`config.mk`:
```
export PLATFORM = sky130hd
export DESIGN_NAME = soc_rst_seq
export DESIGN_NICKNAME = d
export VERILOG_FILES = /design/src/rtl/soc_rst_seq_pkg.sv /design/src/rtl/soc_rst_seq_debounce.sv /design/src/rtl/soc_rst_seq.sv
export SDC_FILE = /design/constraint.sdc
export NUM_CORES = 1
export LEC_CHECK = 0
export CORE_AREA = 2 2 58 60
export CTS_CLUSTER_SIZE = 10
export DETAILED_ROUTE_END_ITERATION = 6
export DIE_AREA = 0 0 60 62
export PLACE_DENSITY = 0.71
export SLEW_MARGIN = 20
export SYNTH_ARGS = -nofsm -noshare
export SYNTH_HDL_FRONTEND = slang
export SYNTH_SLANG_ARGS = --single-unit
```
`constraint.sdc`:
```
create_clock -name clk_i -period 4.7 [get_ports clk_i]
set_clock_uncertainty 0.05 [all_clocks]
set_input_delay 0.705 -clock clk_i [delete_from_list [all_inputs] [get_ports clk_i]]
set_output_delay 0.705 -clock clk_i [all_outputs]
set_load 0.1 [all_outputs]
```
`src/rtl/soc_rst_seq_pkg.sv`:
```
// Shared types and default timing for the SoC reset sequencer.
package soc_rst_seq_pkg;

    typedef enum logic [1:0] {
        ST_WAIT_LOCK = 2'd0,
        ST_SYS_RST   = 2'd1,
        ST_CPU_HOLD  = 2'd2,
        ST_RUN       = 2'd3
    } rst_state_e;

    typedef enum logic [1:0] {
        CAUSE_POR     = 2'd0,
        CAUSE_LOCK    = 2'd1,
        CAUSE_SYS_BTN = 2'd2,
        CAUSE_CPU     = 2'd3
    } rst_cause_e;

    localparam int DEBOUNCE_CYCLES_DEF  = 16;
    localparam int SYS_RST_CYCLES_DEF   = 32;
    localparam int CPU_DELAY_CYCLES_DEF = 16;
    localparam int CNT_W_DEF            = 8;

endpackage

```
`src/rtl/soc_rst_seq_debounce.sv`:
```
// Two-flop synchroniser followed by a stable-count debouncer for one raw button.
module soc_rst_seq_debounce
    import soc_rst_seq_pkg::*;
#(
    parameter int   DEBOUNCE_CYCLES = DEBOUNCE_CYCLES_DEF,
    parameter int   CNT_W           = CNT_W_DEF,
    parameter logic RST_VAL         = 1'b1
) (
    input  logic clk_i,
    input  logic rst_n_i,
    input  logic raw_i,
    output logic db_o
);

    localparam logic [CNT_W-1:0] CNT_LAST = CNT_W'(DEBOUNCE_CYCLES - 1);

    logic             sync1_q;
    logic             sync2_q;
    logic             db_q;
    logic             db_d;
    logic [CNT_W-1:0] cnt_q;
    logic [CNT_W-1:0] cnt_d;

    // Count consecutive disagreeing samples; flip the level on the last one.
    always_comb begin
        db_d  = db_q;
        cnt_d = {CNT_W{1'b0}};
        if (sync2_q != db_q) begin
            if (cnt_q >= CNT_LAST) begin
                db_d  = sync2_q;
                cnt_d = {CNT_W{1'b0}};
            end else begin
                cnt_d = cnt_q + {{(CNT_W-1){1'b0}}, 1'b1};
            end
        end else begin
            cnt_d = {CNT_W{1'b0}};
        end
    end

    // Synchroniser, debounce counter and debounced level.
    always_ff @(posedge clk_i or negedge rst_n_i) begin
        if (!rst_n_i) begin
            sync1_q <= RST_VAL;
            sync2_q <= RST_VAL;
            db_q    <= RST_VAL;
            cnt_q   <= {CNT_W{1'b0}};
        end else begin
            sync1_q <= raw_i;
            sync2_q <= sync1_q;
            db_q    <= db_d;
            cnt_q   <= cnt_d;
        end
    end

    assign db_o = db_q;

endmodule

```
`src/rtl/soc_rst_seq.sv`:
```
// Reset sequencer: conditions board reset sources, releases bus reset then CPU reset,
// and records what caused the most recent re-entry into reset.
module soc_rst_seq
    import soc_rst_seq_pkg::*;
#(
    parameter int DEBOUNCE_CYCLES  = DEBOUNCE_CYCLES_DEF,
    parameter int SYS_RST_CYCLES   = SYS_RST_CYCLES_DEF,
    parameter int CPU_DELAY_CYCLES = CPU_DELAY_CYCLES_DEF,
    parameter int CNT_W            = CNT_W_DEF
) (
    input  logic       clk_i,
    input  logic       rst_n_i,
    input  logic       pll_lock_i,
    input  logic       rst_sys_btn_i,
    input  logic       rst_cpu_btn_i,
    input  logic       dbg_cpu_rst_req_i,
    output logic       rst_sys_o,
    output logic       rst_cpu_o,
    output logic       ready_o,
    output logic [1:0] rst_cause_o
);

    localparam logic [CNT_W-1:0] SYS_LAST = CNT_W'(SYS_RST_CYCLES - 1);
    localparam logic [CNT_W-1:0] CPU_LAST = CNT_W'(CPU_DELAY_CYCLES - 1);
    localparam logic [CNT_W-1:0] CNT_ONE  = CNT_W'(1);

    logic             lock_sync1_q;
    logic             lock_sync2_q;
    logic             sys_db_s;
    logic             cpu_db_s;
    logic             cpu_db_prev_q;
    logic             cpu_evt_s;
    rst_state_e       state_q;
    rst_state_e       state_d;
    rst_cause_e       cause_q;
    rst_cause_e       cause_d;
    logic [CNT_W-1:0] cnt_q;
    logic [CNT_W-1:0] cnt_d;
    logic             rst_sys_q;
    logic             rst_cpu_q;
    logic             ready_q;

    soc_rst_seq_debounce #(
        .DEBOUNCE_CYCLES (DEBOUNCE_CYCLES),
        .CNT_W           (CNT_W),
        .RST_VAL         (1'b1)
    ) u_sys_db (
        .clk_i   (clk_i),
        .rst_n_i (rst_n_i),
        .raw_i   (rst_sys_btn_i),
        .db_o    (sys_db_s)
    );

    soc_rst_seq_debounce #(
        .DEBOUNCE_CYCLES (DEBOUNCE_CYCLES),
        .CNT_W           (CNT_W),
        .RST_VAL         (1'b1)
    ) u_cpu_db (
        .clk_i   (clk_i),
        .rst_n_i (rst_n_i),
        .raw_i   (rst_cpu_btn_i),
        .db_o    (cpu_db_s)
    );

    // In CPU_HOLD only a fresh press restarts the delay; a held button just blocks RUN.
    assign cpu_evt_s = dbg_cpu_rst_req_i |
                       ((state_q == ST_RUN) ? cpu_db_s : (cpu_db_s & ~cpu_db_prev_q));

    // Next state, shared counter and cause; lock loss beats sys button beats CPU request.
    always_comb begin
        state_d = state_q;
        cnt_d   = cnt_q;
        cause_d = cause_q;
        if ((state_q != ST_WAIT_LOCK) && !lock_sync2_q) begin
            state_d = ST_WAIT_LOCK;
            cnt_d   = {CNT_W{1'b0}};
            cause_d = CAUSE_LOCK;
        end else if ((state_q != ST_WAIT_LOCK) && sys_db_s) begin
            state_d = ST_WAIT_LOCK;
            cnt_d   = {CNT_W{1'b0}};
            cause_d = CAUSE_SYS_BTN;
        end else begin
            case (state_q)
                ST_WAIT_LOCK: begin
                    if (lock_sync2_q && !sys_db_s) begin
                        state_d = ST_SYS_RST;
                        cnt_d   = SYS_LAST;
                    end else begin
                        cnt_d   = {CNT_W{1'b0}};
                    end
                end
                ST_SYS_RST: begin
                    if (cnt_q == {CNT_W{1'b0}}) begin
                        state_d = ST_CPU_HOLD;
                        cnt_d   = CPU_LAST;
                    end else begin
                        cnt_d   = cnt_q - CNT_ONE;
                    end
                end
                ST_CPU_HOLD: begin
                    if (cpu_evt_s) begin
                        cnt_d   = CPU_LAST;
                        cause_d = CAUSE_CPU;
                    end else if (cnt_q != {CNT_W{1'b0}}) begin
                        cnt_d   = cnt_q - CNT_ONE;
                    end else if (!cpu_db_s) begin
                        state_d = ST_RUN;
                    end else begin
                        cnt_d   = {CNT_W{1'b0}};
                    end
                end
                ST_RUN: begin
                    if (cpu_evt_s) begin
                        state_d = ST_CPU_HOLD;
                        cnt_d   = CPU_LAST;
                        cause_d = CAUSE_CPU;
                    end else begin
                        state_d = ST_RUN;
                    end
                end
                default: begin
                    state_d = ST_WAIT_LOCK;
                    cnt_d   = {CNT_W{1'b0}};
                end
            endcase
        end
    end

    // State, counter, cause, lock synchroniser and outputs decoded from the next state.
    always_ff @(posedge clk_i or negedge rst_n_i) begin
        if (!rst_n_i) begin
            lock_sync1_q  <= 1'b0;
            lock_sync2_q  <= 1'b0;
            cpu_db_prev_q <= 1'b1;
            state_q       <= ST_WAIT_LOCK;
            cnt_q         <= {CNT_W{1'b0}};
            cause_q       <= CAUSE_POR;
            rst_sys_q     <= 1'b1;
            rst_cpu_q     <= 1'b1;
            ready_q       <= 1'b0;
        end else begin
            lock_sync1_q  <= pll_lock_i;
            lock_sync2_q  <= lock_sync1_q;
            cpu_db_prev_q <= cpu_db_s;
            state_q       <= state_d;
            cnt_q         <= cnt_d;
            cause_q       <= cause_d;
            rst_sys_q     <= (state_d == ST_WAIT_LOCK) || (state_d == ST_SYS_RST);
            rst_cpu_q     <= (state_d != ST_RUN);
            ready_q       <= (state_d == ST_RUN);
        end
    end

    assign rst_sys_o   = rst_sys_q;
    assign rst_cpu_o   = rst_cpu_q;
    assign ready_o     = ready_q;
    assign rst_cause_o = cause_q;

endmodule
```
# After elaboration in Yosys (flattened, before gate mapping)
# Index checks and enable logic that the tools add are counted.
[totals] register_bits=40 input_bits=6
[op_classes] add_sub_neg=3 n_lt_le_gt_ge=2 n_eq_ne=10 muxes=27 n_bitwise=3 reduce_logical=18
[op_table] op="2-to-1 mux 8 bit" n=11
[op_table] op="case mux 8 bit (4 select lines)" n=1
[op_table] op="2-to-1 mux 2 bit" n=11
[op_table] op="adder 8 x 1 -> 8 bit (second input constant)" n=2
[op_table] op="greater-or-equal comparator 8 x 4 -> 1 bit (second input constant)" n=2
[op_table] op="logical NOT 8 bit" n=1
[op_table] op="case mux 2 bit (4 select lines)" n=1
[op_table] op="AND reduction 2 bit" n=4
[op_table] op="nonzero test 8 bit" n=1
[op_table] op="subtractor 8 x 1 -> 8 bit (second input constant)" n=1
[op_table] op="equality test 2 bit (second input constant)" n=3
[op_table] op="!= test 6 x 5 -> 1 bit (second input constant)" n=1
[op_table] op="nonzero test 3 bit" n=2
[op_table] op="2-to-1 mux 5 bit" n=1
[op_table] op="equality test 2 x 1 -> 1 bit (second input constant)" n=2
[op_table] op="logical NOT 2 bit" n=2
[op_table] op="!= test 4 x 2 -> 1 bit (second input constant)" n=1
[op_table] op="logical AND 1 bit" n=3
[op_table] op="logical NOT 1 bit" n=2
[op_table] op="2-to-1 mux 1 bit" n=2
[op_table] op="!= test 1 bit" n=2
[op_table] op="!= test 2 bit (second input constant)" n=1
[op_table] op="nonzero test 2 bit" n=1
[op_table] op="OR reduction 2 bit" n=1
[op_table] op="4 further kinds" n=4

# Longest topological paths before layout
[logic_depth] depth_word=10 mapped_depth=8 ltp_nobuf=7

# Modules after synthesis
# From an unflattened synthesis, not the netlist that was laid out.
[hier_totals] cells_unflattened=148 area_unflattened_um2=1785.5
[by_module_without_submodules] module="soc_rst_seq" instances=1 cells_each=96 area_each_um2=947.2
[by_module_without_submodules] module="soc_rst_seq_debounce" instances=2 cells_each=26 area_each_um2=419.2

# Worst setup path after synthesis
# No wires, ideal clock.
[synth_timing] path_type="in2reg" start="input dbg_cpu_rst_req_i" end="register cnt_q[5]" setup_time_ns=0.082 arrival_ns=1.785 required_ns=4.568 path_slack_ns=2.783 cell_stages=5 n_path_buf=0 cell_sequence="nand2b_1 -> o31ai_2 -> nand2_1 -> or3_1 -> a31oi_1"
[synth_between] elab_chain_len=5 elab_cells_between_ends=8
[synth_rtl] element="start: declaration" line_no="soc_rst_seq.sv:16" source="input logic dbg_cpu_rst_req_i,"
[synth_rtl] element="bitwise OR 1 bit *" line_no="soc_rst_seq.sv:66" source="assign cpu_evt_s = dbg_cpu_rst_req_i |"
[synth_rtl] element="2-to-1 mux 8 bit" line_no="soc_rst_seq.sv:101" source="if (cpu_evt_s) begin"
[synth_rtl] element="case mux 8 bit (4 select lines)" line_no="soc_rst_seq.sv:83" source="case (state_q)"
[synth_rtl] element="2-to-1 mux 8 bit" line_no="soc_rst_seq.sv:78" source="end else if ((state_q != ST_WAIT_LOCK) && sys_db_s) begin"
[synth_rtl] element="2-to-1 mux 8 bit" line_no="soc_rst_seq.sv:74" source="if ((state_q != ST_WAIT_LOCK) && !lock_sync2_q) begin"
[synth_rtl] element="end signal: assignment" line_no="soc_rst_seq.sv:136" source="cnt_q <= {CNT_W{1'b0}};"
[synth_rtl] element="end signal: assignment" line_no="soc_rst_seq.sv:146" source="cnt_q <= cnt_d;"
[synth_rtl] element="end: declaration" line_no="soc_rst_seq.sv:37" source="logic [CNT_W-1:0] cnt_q;"
# Every way passes the cells marked *; elsewhere a longest branch is shown, timed or not.
# A chain may end at the register's enable or synchronous reset.

# Final worst setup path
[layout_timing] start="register rst_sys_q (netlist: rst_sys_o)" end="output rst_sys_o"
[layout_lines] element="start: declaration" line_no="soc_rst_seq.sv:39" source="logic rst_sys_q;"
[layout_lines] element="start signal: assignment" line_no="soc_rst_seq.sv:148" source="rst_sys_q <= (state_d == ST_WAIT_LOCK) || (state_d == ST_SYS_RST);"
[layout_lines] element="end: declaration" line_no="soc_rst_seq.sv:17" source="output logic rst_sys_o,"
# No word-level cell between the ends.

==> qor.txt <==
GR Overflow Total -> 0
Cell Area, Synth -> 0.00166 mm^2
Met2 Routed Length -> 1.49 mm
Yosys reg bits -> 40
Highest routed layer -> met4
CTS clk-pin slew, worst paths -> 0.12 ns
Crit start category -> flip-flop
DR WL met3 -> 100 um
DR vias/cell -> 5.29
# Post-CTS Setup Buffers -> 0
Setup TNS -> 0 ns
Layout cells sized above 1 -> 14.6%
Largest net degree at the start of global routing -> 41
Root buffer selected by CTS -> clkbuf_4
WP data arrival -> 1.99 ns
Library cells used by synthesis -> 36
Htree depth -> 2
Initial DRT Pass Iterations -> 4
Core footprint -> 0.00318 mm^2
Initial Util -> 52.2%
Die area -> 0.00372 mm^2
Via count -> 1,149
First-pass GRT wire length -> 4.66 mm
Number of placement rows -> 21
Status -> finished, final reports clean
Gpl congestion -> 0.887
Critical path type -> flip-flop to output port
Area Overhead vs Synth -> 14.5%
WP buf/inv -> 1
Max Slew Vio Count -> 0
GRT Total Usage -> 17.5%
Cell family with most CP delay -> buffers and inverters
Nets -> 179
Slew @ Worst Pin -> 0.985 ns
Port Buffers -> 10
Wire per inst -> 12.7 um
Placed Cells -> 209
Post-Syn Instances -> 148
Tmin final -> 2.75 ns
DP Wirelength -> 1.94 mm
Endpoints failing hold -> 0
CP peak stage delay -> 1.12 ns
Number of global-route vias before repair -> 1,107
Slew Limit Headroom -> 34.1%
Post-CTS Resized -> 0
Pleak -> 0.808 nW
Worst min-delay path class -> flip-flop to flip-flop
Worst Hold Slack -> 0.308 ns
Die width -> 60 um
Peak VDD IR -> 0.170 mV
Initial DRC count -> 126
Final core utilization -> 59.8%
Syn Area/Cell -> 11.2 um^2
Clock latency on the worst-skew pair -> 0.34 ns
Setup violations, final -> 0
Max Root-Sink Buffers -> 2
Die height -> 62 um
CTS tree -> yes
Clk sinks -> 40
PwrDens -> 364 mW/mm^2
Pwr Total -> 0.692 mW
Non-Filler Instances -> 217
CTS Buf Count -> 5
Syn. warnings -> 0
Seq/Total Area, Yosys -> 61.0%
Worst setup EP type -> output port
CP cell instances -> clkdlybuf4s50_1
RSZ-0062 raised after global routing -> no
Critical-path top delay cell -> clkdlybuf4s50_1
Num ports -> 11
Drt drc -> 0
Final wirelength -> 2.75 mm
N_diodes -> 0
Max cap viols -> 0
Hold_buf cts -> 0
Initial antenna violation count -> 0
Final ANT Viol Nets -> 0
M1 WL -> 1.12 mm
Crit path max fanout -> 1
Worst Path Required -> 3.94 ns
Max frequency -> 364 MHz
Period utilisation layout -> 58.5%
==> layout by cell type (no fill, tap or decap), drive strengths merged, types with 2 or more instances in the layout <==
cell type	Yosys	final
nand2b	5	5
nand2	11	11
nor2b	2	2
nor2	18	18
ha	3	3
xor2	4	4
conb	1	8
o21ai	7	7
nor4	5	5
or3	2	2
nor3	4	4
o22a	2	2
inv	7	7
clkdlybuf4s50	0	9
dfstp	9	9
xnor2	2	2
a21oi	8	8
mux2	2	2
clkbuf	1	6
nand3	8	8
a211oi	4	4
dfrtp	31	31
==> area by class of cell <==
| type | count | area [um^2] |
|---|---|---|
| Fill cell | 278 | 1280 |
| Clock inverter | 2 | 35.0 |
| Inverter | 7 | 26.3 |
| Tap cell | 46 | 57.6 |
| Clock buffer | 6 | 41.3 |
| Sequential cell | 40 | 1010 |
| Multi-Input combinational cell | 106 | 633 |
| Timing Repair Buffer | 10 | 95.1 |
==> synth_stat cells (all sizes together) <==
master	number	area share [%]
o32ai	1	0.53
buf	1	0.68
conb	1	0.23
or4	1	0.68
or3	2	0.75
nand3b	1	0.45
o31a	1	0.53
o31ai	1	0.75
nor4	5	1.9
a211oi	4	1.8
clkbuf	1	0.23
mux2	2	1.4
xnor2	2	1.1
or3b	1	0.53
dfrtp	31	47
nor2b	2	0.75
nor3	4	1.5
xor2	4	2.1
dfstp	9	14
nor2	18	4.5
nand4	1	0.38
o22a	2	1.1
inv	7	1.6
a21oi	8	2.4
and2	1	0.38
nand3	8	2.4
nand2	11	2.5
a31oi	1	0.38
nand2b	5	1.9
ha	3	2.3
nor3b	1	0.45
o21ai	7	2.1
o21a	1	0.90
==> metal layers <==
| metal | up-vias | global-route usage, % |
|---|---|---|
| met5 | - | 0 |
| met4 | 0 | 11.4 |
| met3 | 5 | 4.35 |
| met2 | 32 | 30.3 |
| met1 | 564 | 19.1 |
| li1 | 548 | - |
==> kinds of logic after synthesis <==
group                    after synthesis  synth area share, %
AO/OA/AOI/OAI                         26                 10.5
XOR/XNOR                               6                 3.17
adder cells (fa/ha/maj)                3                 2.26
buffers and inverters                  9                 2.49
flip-flops                            40                 61.0
multiplexers                           2                 1.36
other                                  1                0.226
AND/OR/NAND/NOR                       61                 19.1
==> sequential cells by signal, summed over array words and instances, names as in the netlist <==
name and flops:
rst_sys_o 1, lock_sync1_q 1, rst_cpu_o 1, u_sys_db.sync1_q 1
u_cpu_db.sync2_q 1, u_cpu_db.sync1_q 1, u_cpu_db.cnt_q 8, cpu_db_prev_q 1
cnt_q 8, ready_o 1, u_sys_db.sync2_q 1, lock_sync2_q 1
u_sys_db.db_o 1, u_cpu_db.db_o 1, rst_cause_o 2, u_sys_db.cnt_q 8
state_q 2
==> where the power goes <==
group          switching [mW]  total (mW)  internal (mW)
Clock                   0.105       0.216          0.111
Sequential             0.0136       0.377          0.363
Combinational          0.0669      0.0985         0.0315
Total                   0.185       0.692          0.506
==> worst paths after layout <==
check,from,cells past startpoint,endpoint,slack (ns)
max,rst_sys_o$_DFF_PN1_,1,rst_sys_o,1.95
min,lock_sync1_q$_DFF_PN0_,0,lock_sync2_q$_DFF_PN0_,0.31
max reg2reg,cnt_q[0]$_DFFE_PN0P_,7,cnt_q[1]$_DFFE_PN0P_,2.66
min reg2reg,lock_sync1_q$_DFF_PN0_,0,lock_sync2_q$_DFF_PN0_,0.31
max in group asynchronous,rst_n_i,1,u_sys_db.cnt_q[0]$_DFF_PN0_,3.67
min in group asynchronous,rst_n_i,1,cnt_q[5]$_DFFE_PN0P_,0.40
==> through the flow <==
step | instance area [um^2] | setup slack, ns
after floorplan | 1690 | 2.78
after global placement | 1820 | 2.26
after detailed placement | 1820 | 2.19
after CTS | 1900 | 1.93
after global routing | 1900 | 1.87
final | 1900 | 1.95
(Power assumes the default switching activity.)
